`src/rtl/id_dispatch_queue_pkg.sv`:
```
// Shared field widths, bundle layout and pack/unpack helpers for the ID->EX handoff.
package id_dispatch_queue_pkg;

  // Decoded field widths
  localparam int OPCODE_W = 7;
  localparam int FUNCT3_W = 3;
  localparam int FUNCT7_W = 7;
  localparam int REG_W    = 5;
  localparam int IMM_W    = 32;
  localparam int LWSW_W   = 2;
  localparam int CTRL_W   = 4;

  localparam int BUNDLE_W = OPCODE_W + FUNCT3_W + FUNCT7_W + 3 * REG_W + IMM_W + LWSW_W + CTRL_W;

  // Bit offsets inside the packed bundle vector, ctrl in the LSBs, opcode on top
  localparam int CTRL_LSB   = 0;
  localparam int LWSW_LSB   = CTRL_LSB + CTRL_W;
  localparam int IMM_LSB    = LWSW_LSB + LWSW_W;
  localparam int RD_LSB     = IMM_LSB + IMM_W;
  localparam int RS2_LSB    = RD_LSB + REG_W;
  localparam int RS1_LSB    = RS2_LSB + REG_W;
  localparam int FUNCT7_LSB = RS1_LSB + REG_W;
  localparam int FUNCT3_LSB = FUNCT7_LSB + FUNCT7_W;
  localparam int OPCODE_LSB = FUNCT3_LSB + FUNCT3_W;

  // Positions of the individual control bits within ctrl
  localparam int CTRL_REGWRITE = 3;
  localparam int CTRL_MEMREAD  = 2;
  localparam int CTRL_MEMWRITE = 1;
  localparam int CTRL_MEMTOREG = 0;

  typedef struct packed {
    logic [OPCODE_W-1:0] opcode;
    logic [FUNCT3_W-1:0] funct3;
    logic [FUNCT7_W-1:0] funct7;
    logic [REG_W-1:0]    rs1;
    logic [REG_W-1:0]    rs2;
    logic [REG_W-1:0]    rd;
    logic [IMM_W-1:0]    imm;
    logic [LWSW_W-1:0]   lwsw;
    logic [CTRL_W-1:0]   ctrl;
  } bundle_t;

  function automatic logic [BUNDLE_W-1:0] pack_bundle(input bundle_t b);
    logic [BUNDLE_W-1:0] v;
    v = '0;
    v[OPCODE_LSB +: OPCODE_W] = b.opcode;
    v[FUNCT3_LSB +: FUNCT3_W] = b.funct3;
    v[FUNCT7_LSB +: FUNCT7_W] = b.funct7;
    v[RS1_LSB    +: REG_W]    = b.rs1;
    v[RS2_LSB    +: REG_W]    = b.rs2;
    v[RD_LSB     +: REG_W]    = b.rd;
    v[IMM_LSB    +: IMM_W]    = b.imm;
    v[LWSW_LSB   +: LWSW_W]   = b.lwsw;
    v[CTRL_LSB   +: CTRL_W]   = b.ctrl;
    return v;
  endfunction

  function automatic bundle_t unpack_bundle(input logic [BUNDLE_W-1:0] v);
    bundle_t b;
    b.opcode = v[OPCODE_LSB +: OPCODE_W];
    b.funct3 = v[FUNCT3_LSB +: FUNCT3_W];
    b.funct7 = v[FUNCT7_LSB +: FUNCT7_W];
    b.rs1    = v[RS1_LSB    +: REG_W];
    b.rs2    = v[RS2_LSB    +: REG_W];
    b.rd     = v[RD_LSB     +: REG_W];
    b.imm    = v[IMM_LSB    +: IMM_W];
    b.lwsw   = v[LWSW_LSB   +: LWSW_W];
    b.ctrl   = v[CTRL_LSB   +: CTRL_W];
    return b;
  endfunction

endpackage

```
`src/rtl/id_dispatch_queue_if.sv`:
```
// ID->issue handoff bundle: enqueue side from ID, dequeue side to issue, plus flush and occupancy.
interface id_dispatch_queue_if
  import id_dispatch_queue_pkg::*;
#(
  parameter int PTR_W = 2
);
  logic                flush;
  logic                in_valid;
  logic                in_ready;
  logic [OPCODE_W-1:0] opcode_in;
  logic [FUNCT3_W-1:0] funct3_in;
  logic [FUNCT7_W-1:0] funct7_in;
  logic [REG_W-1:0]    srcReg1_in;
  logic [REG_W-1:0]    srcReg2_in;
  logic [REG_W-1:0]    destReg_in;
  logic [IMM_W-1:0]    imm_in;
  logic [LWSW_W-1:0]   lwSw_in;
  logic [CTRL_W-1:0]   ctrl_in;

  logic                out_valid;
  logic                out_ready;
  logic [OPCODE_W-1:0] opcode_out;
  logic [FUNCT3_W-1:0] funct3_out;
  logic [FUNCT7_W-1:0] funct7_out;
  logic [REG_W-1:0]    srcReg1_out;
  logic [REG_W-1:0]    srcReg2_out;
  logic [REG_W-1:0]    destReg_out;
  logic [IMM_W-1:0]    imm_out;
  logic [LWSW_W-1:0]   lwSw_out;
  logic [CTRL_W-1:0]   ctrl_out;

  logic [PTR_W:0]      count;

  // Pipeline side: ID producer, issue consumer and flush source
  modport master (
    output flush, in_valid, opcode_in, funct3_in, funct7_in, srcReg1_in, srcReg2_in,
           destReg_in, imm_in, lwSw_in, ctrl_in, out_ready,
    input  in_ready, out_valid, opcode_out, funct3_out, funct7_out, srcReg1_out,
           srcReg2_out, destReg_out, imm_out, lwSw_out, ctrl_out, count
  );

  // Queue side
  modport slave (
    input  flush, in_valid, opcode_in, funct3_in, funct7_in, srcReg1_in, srcReg2_in,
           destReg_in, imm_in, lwSw_in, ctrl_in, out_ready,
    output in_ready, out_valid, opcode_out, funct3_out, funct7_out, srcReg1_out,
           srcReg2_out, destReg_out, imm_out, lwSw_out, ctrl_out, count
  );
endinterface

```
`src/rtl/id_dispatch_queue_mem.sv`:
```
// DEPTH x WIDTH register array: one synchronous write port, one asynchronous read port, async clear.
module id_dispatch_queue_mem
  import id_dispatch_queue_pkg::*;
#(
  parameter int DEPTH = 4,
  parameter int PTR_W = 2,
  parameter int WIDTH = BUNDLE_W
) (
  input  logic             clk,
  input  logic             rstn,
  input  logic             we,
  input  logic [PTR_W-1:0] waddr,
  input  logic [WIDTH-1:0] wdata,
  input  logic [PTR_W-1:0] raddr,
  output logic [WIDTH-1:0] rdata
);

  logic [WIDTH-1:0] mem_q [DEPTH];
  logic [WIDTH-1:0] mem_d [DEPTH];

  // Next-state of the array: only the addressed entry changes on a write
  always_comb begin
    mem_d = mem_q;
    if (we) begin
      mem_d[waddr] = wdata;
    end
  end

  // Storage register, cleared to zero on reset so the head reads as all-zero
  always_ff @(posedge clk or negedge rstn) begin
    if (!rstn) begin
      for (int unsigned i = 0; i < DEPTH; i++) begin
        mem_q[i] <= '0;
      end
    end else begin
      mem_q <= mem_d;
    end
  end

  assign rdata = mem_q[raddr];

endmodule

```
`src/rtl/id_dispatch_queue.sv`:
```
// In-order FIFO between ID and issue. Valid/ready on both sides, no bypass, synchronous flush.
module id_dispatch_queue
  import id_dispatch_queue_pkg::*;
#(
  parameter int DEPTH = 4,
  parameter int PTR_W = $clog2(DEPTH)
) (
  input  logic                 clk,
  input  logic                 rstn,
  id_dispatch_queue_if.slave   bus
);

  localparam logic [PTR_W:0]   FULL_CNT = DEPTH[PTR_W:0];
  localparam logic [PTR_W:0]   CNT_ONE  = {{PTR_W{1'b0}}, 1'b1};
  localparam logic [PTR_W-1:0] PTR_ONE  = {{(PTR_W-1){1'b0}}, 1'b1};

  logic [PTR_W-1:0]    rd_ptr_q, rd_ptr_d;
  logic [PTR_W-1:0]    wr_ptr_q, wr_ptr_d;
  logic [PTR_W:0]      count_q,  count_d;

  logic                in_ready;
  logic                out_valid;
  logic                push;
  logic                pop;
  logic                wr_en;
  logic [BUNDLE_W-1:0] wr_bundle;
  logic [BUNDLE_W-1:0] rd_bundle;
  bundle_t             in_b;
  bundle_t             head_b;

  // Handshake flags derive from registered occupancy only
  always_comb begin
    in_ready  = (count_q != FULL_CNT);
    out_valid = (count_q != '0);
    push      = bus.in_valid & in_ready;
    pop       = out_valid & bus.out_ready;
    // A bundle arriving in a flush cycle is discarded, so it must not land in storage
    wr_en     = push & ~bus.flush;
  end

  // Pack the incoming decoded fields into one storage word
  always_comb begin
    in_b.opcode = bus.opcode_in;
    in_b.funct3 = bus.funct3_in;
    in_b.funct7 = bus.funct7_in;
    in_b.rs1    = bus.srcReg1_in;
    in_b.rs2    = bus.srcReg2_in;
    in_b.rd     = bus.destReg_in;
    in_b.imm    = bus.imm_in;
    in_b.lwsw   = bus.lwSw_in;
    in_b.ctrl   = bus.ctrl_in;
    wr_bundle   = pack_bundle(in_b);
  end

  // Pointer and occupancy next-state; flush dominates any push/pop
  always_comb begin
    rd_ptr_d = rd_ptr_q;
    wr_ptr_d = wr_ptr_q;
    count_d  = count_q;
    if (bus.flush) begin
      rd_ptr_d = '0;
      wr_ptr_d = '0;
      count_d  = '0;
    end else begin
      if (push) begin
        wr_ptr_d = wr_ptr_q + PTR_ONE;
      end
      if (pop) begin
        rd_ptr_d = rd_ptr_q + PTR_ONE;
      end
      case ({push, pop})
        2'b10:   count_d = count_q + CNT_ONE;
        2'b01:   count_d = count_q - CNT_ONE;
        default: count_d = count_q;
      endcase
    end
  end

  // Control state registers
  always_ff @(posedge clk or negedge rstn) begin
    if (!rstn) begin
      rd_ptr_q <= '0;
      wr_ptr_q <= '0;
      count_q  <= '0;
    end else begin
      rd_ptr_q <= rd_ptr_d;
      wr_ptr_q <= wr_ptr_d;
      count_q  <= count_d;
    end
  end

  id_dispatch_queue_mem #(
    .DEPTH (DEPTH),
    .PTR_W (PTR_W),
    .WIDTH (BUNDLE_W)
  ) u_mem (
    .clk   (clk),
    .rstn  (rstn),
    .we    (wr_en),
    .waddr (wr_ptr_q),
    .wdata (wr_bundle),
    .raddr (rd_ptr_q),
    .rdata (rd_bundle)
  );

  // Unpack the head entry onto the issue-side fields
  always_comb begin
    head_b          = unpack_bundle(rd_bundle);
    bus.opcode_out  = head_b.opcode;
    bus.funct3_out  = head_b.funct3;
    bus.funct7_out  = head_b.funct7;
    bus.srcReg1_out = head_b.rs1;
    bus.srcReg2_out = head_b.rs2;
    bus.destReg_out = head_b.rd;
    bus.imm_out     = head_b.imm;
    bus.lwSw_out    = head_b.lwsw;
    bus.ctrl_out    = head_b.ctrl;
  end

  assign bus.in_ready  = in_ready;
  assign bus.out_valid = out_valid;
  assign bus.count     = count_q;

endmodule

```
`src/flat_wrapper.sv`:
```
// flat-port wrapper written by rule: the top's interface ports become plain ports
module id_dispatch_queue_flat import id_dispatch_queue_pkg::*;
#(
  parameter int DEPTH = 4,
  parameter int PTR_W = $clog2(DEPTH)
)
  (clk, rstn, bus_flush, bus_in_valid, bus_opcode_in, bus_funct3_in, bus_funct7_in, bus_srcReg1_in, bus_srcReg2_in, bus_destReg_in, bus_imm_in, bus_lwSw_in, bus_ctrl_in, bus_out_ready, bus_in_ready, bus_out_valid, bus_opcode_out, bus_funct3_out, bus_funct7_out, bus_srcReg1_out, bus_srcReg2_out, bus_destReg_out, bus_imm_out, bus_lwSw_out, bus_ctrl_out, bus_count);
  id_dispatch_queue_if #(.PTR_W(PTR_W)) bus_i ();
  input  logic clk;
  input  logic rstn;
  input wire logic [$bits(bus_i.flush)-1:0] bus_flush;
  input wire logic [$bits(bus_i.in_valid)-1:0] bus_in_valid;
  input wire logic [$bits(bus_i.opcode_in)-1:0] bus_opcode_in;
  input wire logic [$bits(bus_i.funct3_in)-1:0] bus_funct3_in;
  input wire logic [$bits(bus_i.funct7_in)-1:0] bus_funct7_in;
  input wire logic [$bits(bus_i.srcReg1_in)-1:0] bus_srcReg1_in;
  input wire logic [$bits(bus_i.srcReg2_in)-1:0] bus_srcReg2_in;
  input wire logic [$bits(bus_i.destReg_in)-1:0] bus_destReg_in;
  input wire logic [$bits(bus_i.imm_in)-1:0] bus_imm_in;
  input wire logic [$bits(bus_i.lwSw_in)-1:0] bus_lwSw_in;
  input wire logic [$bits(bus_i.ctrl_in)-1:0] bus_ctrl_in;
  input wire logic [$bits(bus_i.out_ready)-1:0] bus_out_ready;
  output wire logic [$bits(bus_i.in_ready)-1:0] bus_in_ready;
  output wire logic [$bits(bus_i.out_valid)-1:0] bus_out_valid;
  output wire logic [$bits(bus_i.opcode_out)-1:0] bus_opcode_out;
  output wire logic [$bits(bus_i.funct3_out)-1:0] bus_funct3_out;
  output wire logic [$bits(bus_i.funct7_out)-1:0] bus_funct7_out;
  output wire logic [$bits(bus_i.srcReg1_out)-1:0] bus_srcReg1_out;
  output wire logic [$bits(bus_i.srcReg2_out)-1:0] bus_srcReg2_out;
  output wire logic [$bits(bus_i.destReg_out)-1:0] bus_destReg_out;
  output wire logic [$bits(bus_i.imm_out)-1:0] bus_imm_out;
  output wire logic [$bits(bus_i.lwSw_out)-1:0] bus_lwSw_out;
  output wire logic [$bits(bus_i.ctrl_out)-1:0] bus_ctrl_out;
  output wire logic [$bits(bus_i.count)-1:0] bus_count;
  assign bus_i.flush = bus_flush;
  assign bus_i.in_valid = bus_in_valid;
  assign bus_i.opcode_in = bus_opcode_in;
  assign bus_i.funct3_in = bus_funct3_in;
  assign bus_i.funct7_in = bus_funct7_in;
  assign bus_i.srcReg1_in = bus_srcReg1_in;
  assign bus_i.srcReg2_in = bus_srcReg2_in;
  assign bus_i.destReg_in = bus_destReg_in;
  assign bus_i.imm_in = bus_imm_in;
  assign bus_i.lwSw_in = bus_lwSw_in;
  assign bus_i.ctrl_in = bus_ctrl_in;
  assign bus_i.out_ready = bus_out_ready;
  assign bus_in_ready = bus_i.in_ready;
  assign bus_out_valid = bus_i.out_valid;
  assign bus_opcode_out = bus_i.opcode_out;
  assign bus_funct3_out = bus_i.funct3_out;
  assign bus_funct7_out = bus_i.funct7_out;
  assign bus_srcReg1_out = bus_i.srcReg1_out;
  assign bus_srcReg2_out = bus_i.srcReg2_out;
  assign bus_destReg_out = bus_i.destReg_out;
  assign bus_imm_out = bus_i.imm_out;
  assign bus_lwSw_out = bus_i.lwSw_out;
  assign bus_ctrl_out = bus_i.ctrl_out;
  assign bus_count = bus_i.count;
  id_dispatch_queue #(.DEPTH(DEPTH), .PTR_W(PTR_W)) u_core (.clk(clk), .rstn(rstn), .bus(bus_i));
endmodule
```
`config.mk`:
```
export PLATFORM = sky130hd
export DESIGN_NAME = id_dispatch_queue_flat
export DESIGN_NICKNAME = d
export VERILOG_FILES = /design/src/rtl/id_dispatch_queue_pkg.sv /design/src/rtl/id_dispatch_queue_if.sv /design/src/rtl/id_dispatch_queue_mem.sv /design/src/rtl/id_dispatch_queue.sv /design/src/flat_wrapper.sv
export SDC_FILE = /design/constraint.sdc
export NUM_CORES = 1
export LEC_CHECK = 0
export BUFFER_PORTS_ARGS = -buffer_cell sky130_fd_sc_hd__buf_2
export CORE_MARGIN = 5
export CORE_UTILIZATION = 45
export DETAILED_ROUTE_END_ITERATION = 16
export RECOVER_POWER = 100
export SKIP_LAST_GASP = 1
export SYNTH_ARGS = -nofsm -noshare
export SYNTH_HDL_FRONTEND = slang
export SYNTH_SLANG_ARGS = --single-unit
export TNS_END_PERCENT = 100
```
`constraint.sdc`:
```
create_clock -name clk -period 2.7 [get_ports clk]
set_input_delay 0.675 -clock clk [delete_from_list [all_inputs] [get_ports clk]]
set_output_delay 0.675 -clock clk [all_outputs]
set_load 0.02 [all_outputs]
```
==> results.md <==
- Outcome: finished, violations left
- Violations in the final reports: max-capacitance violations, max-slew violations
- Place WS: roughly 0.35 ns
- Post-CTS resize count: 0
- Worst slew margin: -0.0348%
- Crit path launch type: register
- Critical Path Max Stage Delay: 0.52 ns
- #FFs+latches synth: 287
- Number of antenna cells inserted: 0
- HPWL reported at the end of detailed placement: roughly 17 mm
- Setup-failing EPs final: 0
- Synth Net Count: 821
- Fraction of the yosys area taken by sequential cells: 52.4%
- Wire length per cell: 21.0 µm
- Cell total after placement: 1258
- Maximum number of pins on one net before global-route repair: between 60 and 70
- Number of synthesized flops with an enable pin: 0
- Portion of the clock cycle consumed by the worst path in the final layout: between 90 and 100%
- Drt first pass iters: 4
- Top-count cell post-synth: dfrtp_1
- Via count: around 7000
- Overall die area: 0.0341 mm²
- Sum of overflow across all layers after global routing: 0
- Final slew viol count: 18
- DRC violations left: 0
- Initial Utilization: roughly 45%
- Worst setup slack for register-to-register paths: roughly 0.21 ns
- RR Startpoint: u_core.bus.count[1]
- Worst-path maximum fanout: 9
- Buffer levels on the longest clock path: 3
- Synth Area per Inst: about 19 µm²
- Area growth from synthesis to layout: 10.7%
- Clock Root Buffer: clkbuf_16
- Predominant post-synthesis flop cell: dfrtp_1
- Deepest level of the CTS H-tree: 2
- Yosys top cell by area: dfrtp_1
- Std-Cell Core Area: about 0.03 mm²
- Nets: 985
- Start point of the critical path: u_core.rd_ptr_q[0]
- Ranking of synthesized cells by instance count: 287 x dfrtp_1, 210 x mux2_4, 70 x mux4_2, 58 x mux2_2, 21 x buf_12
- CTS sink count: approximately 290
- Met1 Resource Use GR: between 20% and 30%
- Peak Freq: between 300 and 400 MHz
- Cells taking the most area after synthesis: dfrtp_1 52%, mux2_4 23%, mux4_2 11%, mux2_2 4.8%, buf_12 3.1%
- Path class of the lowest-slack min-delay path: input pin to register
- Combined global-route utilization of all metal layers: 16.7%
- Least-Margin Pin Slew: between 1.5 and 2 ns
- Hold-fix buffer count after cts: 0
- Insertion delay to the later sink of the worst-skew pair: between 0.5 and 0.6 ns
- RSZ-0062 raised after global routing: false
- Number of inserted filler cells in the final layout: 2676
- Global route hottest layer: met2
- First-pass GRT wire length: roughly 45 mm
- Number of vias per cell after detailed routing: 5.23
- Cell leakage power: 6.87 nW
- Final hold violations: 0
- Power per cell area: roughly 1100 mW/mm²
- Setup clock skew after layout: ~0.018 ns
- Met3 routing resource usage after global routing: approximately 3.8%
- Width of the chip: 185 µm
- Synth async-reset ratio: 100%
- Cell area after layout: about 0.015 mm²
- Final antenna-violating net count: 0
- Area share of the leading cell type in the synthesized netlist: a little over half
- Via count of the first global-routing pass: ~7700
- Cell at the slowest stage of the critical path: mux4_2
- Die Ht: around 180 µm
- Post-route setup slack: ~0.067 ns
- MaxCap Viol Count: 1
- Synth warnings: 0
- Distinct cell type count after synthesis: 37
- Number of instances in the synthesized netlist: between 700 and 800
- Worst setup path category: register to output port
- Crit end category: output port
- Total length of routed wires: between 20 and 30 mm
- Met2 Track Usage GR: between 20 and 30%
- List of cells traversed by the critical path: buf_12, buf_6, mux4_2, buf_2
- Min Tclk post-route: roughly 2.6 ns
- Post-placement cell area: between 0.01 and 0.015 mm²
- Number of I/O pins: 150
- Area of the mapped netlist: between 0.01 and 0.015 mm²
- Hold Path Origin: bus_funct3_in[2]
- CTS clock-pin slew for the worst setup and hold paths: approximately 0.06 ns
- Number of DRC markers after the initial detailed-route iteration: ~270
- Count of placed standard cells in the final layout, fillers left out: between 1000 and 1500
- Num rows: 64
- Antenna violations before repair: 2
- PortBufs: ~150
- Fraction of final layout cells with drive strength greater than 1: between 40% and 50%
- Last weighted congestion value of the routability-driven placer: ~0.71
- VDD IR-drop max: between 0.0005 and 0.0006 V
- Endpoint required time on the critical path: about 2 ns
- CTS tree: done
- Number of buffers created by CTS: 34
- Arrival @ worst endpoint: approximately 2.0 ns
==> report_power, final <==
group          switching (W)  leakage, nW  internal [W]  total [W]
logic                0.00206         2.69       0.00237    0.00444
clock network        0.00176        0.591       0.00315    0.00491
registers           0.000835         3.59       0.00593    0.00677
total                0.00466         6.87        0.0115     0.0161
==> metal layers <==
metal	vias to the layer above	share of wire, %
li1	3093	-
met1	3662	47
met2	124	46
met3	43	5.2
met4	4	1.6
met5	-	0.097
==> cell usage in the layout (no fill, tap or decap), drive strengths merged <==
master | synthesis | routed
mux2i | 1 | 1
nand3 | 3 | 3
inv | 4 | 4
or3b | 1 | 1
a221oi | 1 | 1
a2111oi | 1 | 1
clkbuf | 10 | 126
o311ai | 1 | 1
o21a | 1 | 1
and2 | 1 | 1
or2 | 1 | 1
and3 | 1 | 1
and4b | 1 | 1
nor3 | 1 | 1
o21ai | 2 | 2
bufinv | 0 | 5
nor2 | 6 | 6
clkinv | 0 | 2
or2b | 2 | 2
a21oi | 4 | 4
buf | 41 | 102
clkinvlp | 0 | 3
nand2b | 2 | 2
and3b | 1 | 1
or3 | 1 | 1
xor2 | 2 | 2
mux4 | 70 | 70
nand2 | 8 | 8
fa | 1 | 1
a311oi | 1 | 1
ha | 4 | 4
dfrtp | 287 | 287
mux2 | 280 | 280
xnor2 | 1 | 1
==> logic make-up (layout without fill, tap and decap cells) <==
family                     Yosys count  count (layout)  share of synthesized area, %
xor gates and xnor gates             3               3                         0.192
adders and majority gates            5               5                         0.511
DFF                                287             287                          52.4
buffers and inverters               55             242                          4.62
AOI/OAI and AO/OA                   11              11                         0.529
and+or+nand+nor                     29              29                          1.48
muxes                              351             351                          40.3
==> cell type report <==
| cell class | count | area (µm²) | area share, % |
|---|---|---|---|
| Sequential cell | 287 | 7190 | 47.3 |
| Timing Repair Buffer | 179 | 1120 | 7.35 |
| Tap cell | 396 | 495 | 3.26 |
| Inverter | 4 | 15.0 | 0.0989 |
| Clock inverter | 10 | 183 | 1.20 |
| Clock buffer | 49 | 1040 | 6.85 |
| Multi-Input combinational cell | 399 | 5150 | 33.9 |
==> state kept, by name, summed over array words and instances (netlist names) <==
register            flops
u_core.u_mem.mem_q    280
u_core.bus.count        3
u_core.rd_ptr_q         2
u_core.wr_ptr_q         2
==> timing repair <==
item | CTS | global route
setup buffers | 1 | 4
endpoints found under the setup margin | 61 | 31
cloned | 0 | 2
==> worst max-delay path, delay by kind of cell (launching register included) <==
kind                   cells  cell delay, ns
buffers and inverters      3            0.49
muxes                      1            0.52
DFF                        1            0.46
==> final timing paths <==
| path | to | cells past startpoint |
|---|---|---|
| max | bus_imm_out[0] | 4 |
| min | u_core.u_mem.mem_q[202] | 2 |
| max reg2reg | u_core.u_mem.mem_q[42] | 5 |
| min reg2reg | u_core.u_mem.mem_q[83] | 1 |
| max in group asynchronous | u_core.rd_ptr_q[1] | 2 |
| min in group asynchronous | u_core.u_mem.mem_q[139] | 1 |
==> through the flow <==
step	setup TNS [ns]	hold WS (ns)	utilization, %	total power [W]
after floorplan	0	0.379	-	0.0108
after global placement	0	0.461	48.6	0.0121
after detailed placement	0	0.469	48.6	0.0122
after CTS	-0.0554	0.130	52.7	0.0173
after global routing	0	0.408	50.0	0.0170
final	0	0.421	50.0	0.0161
(Power assumes the default switching activity.)
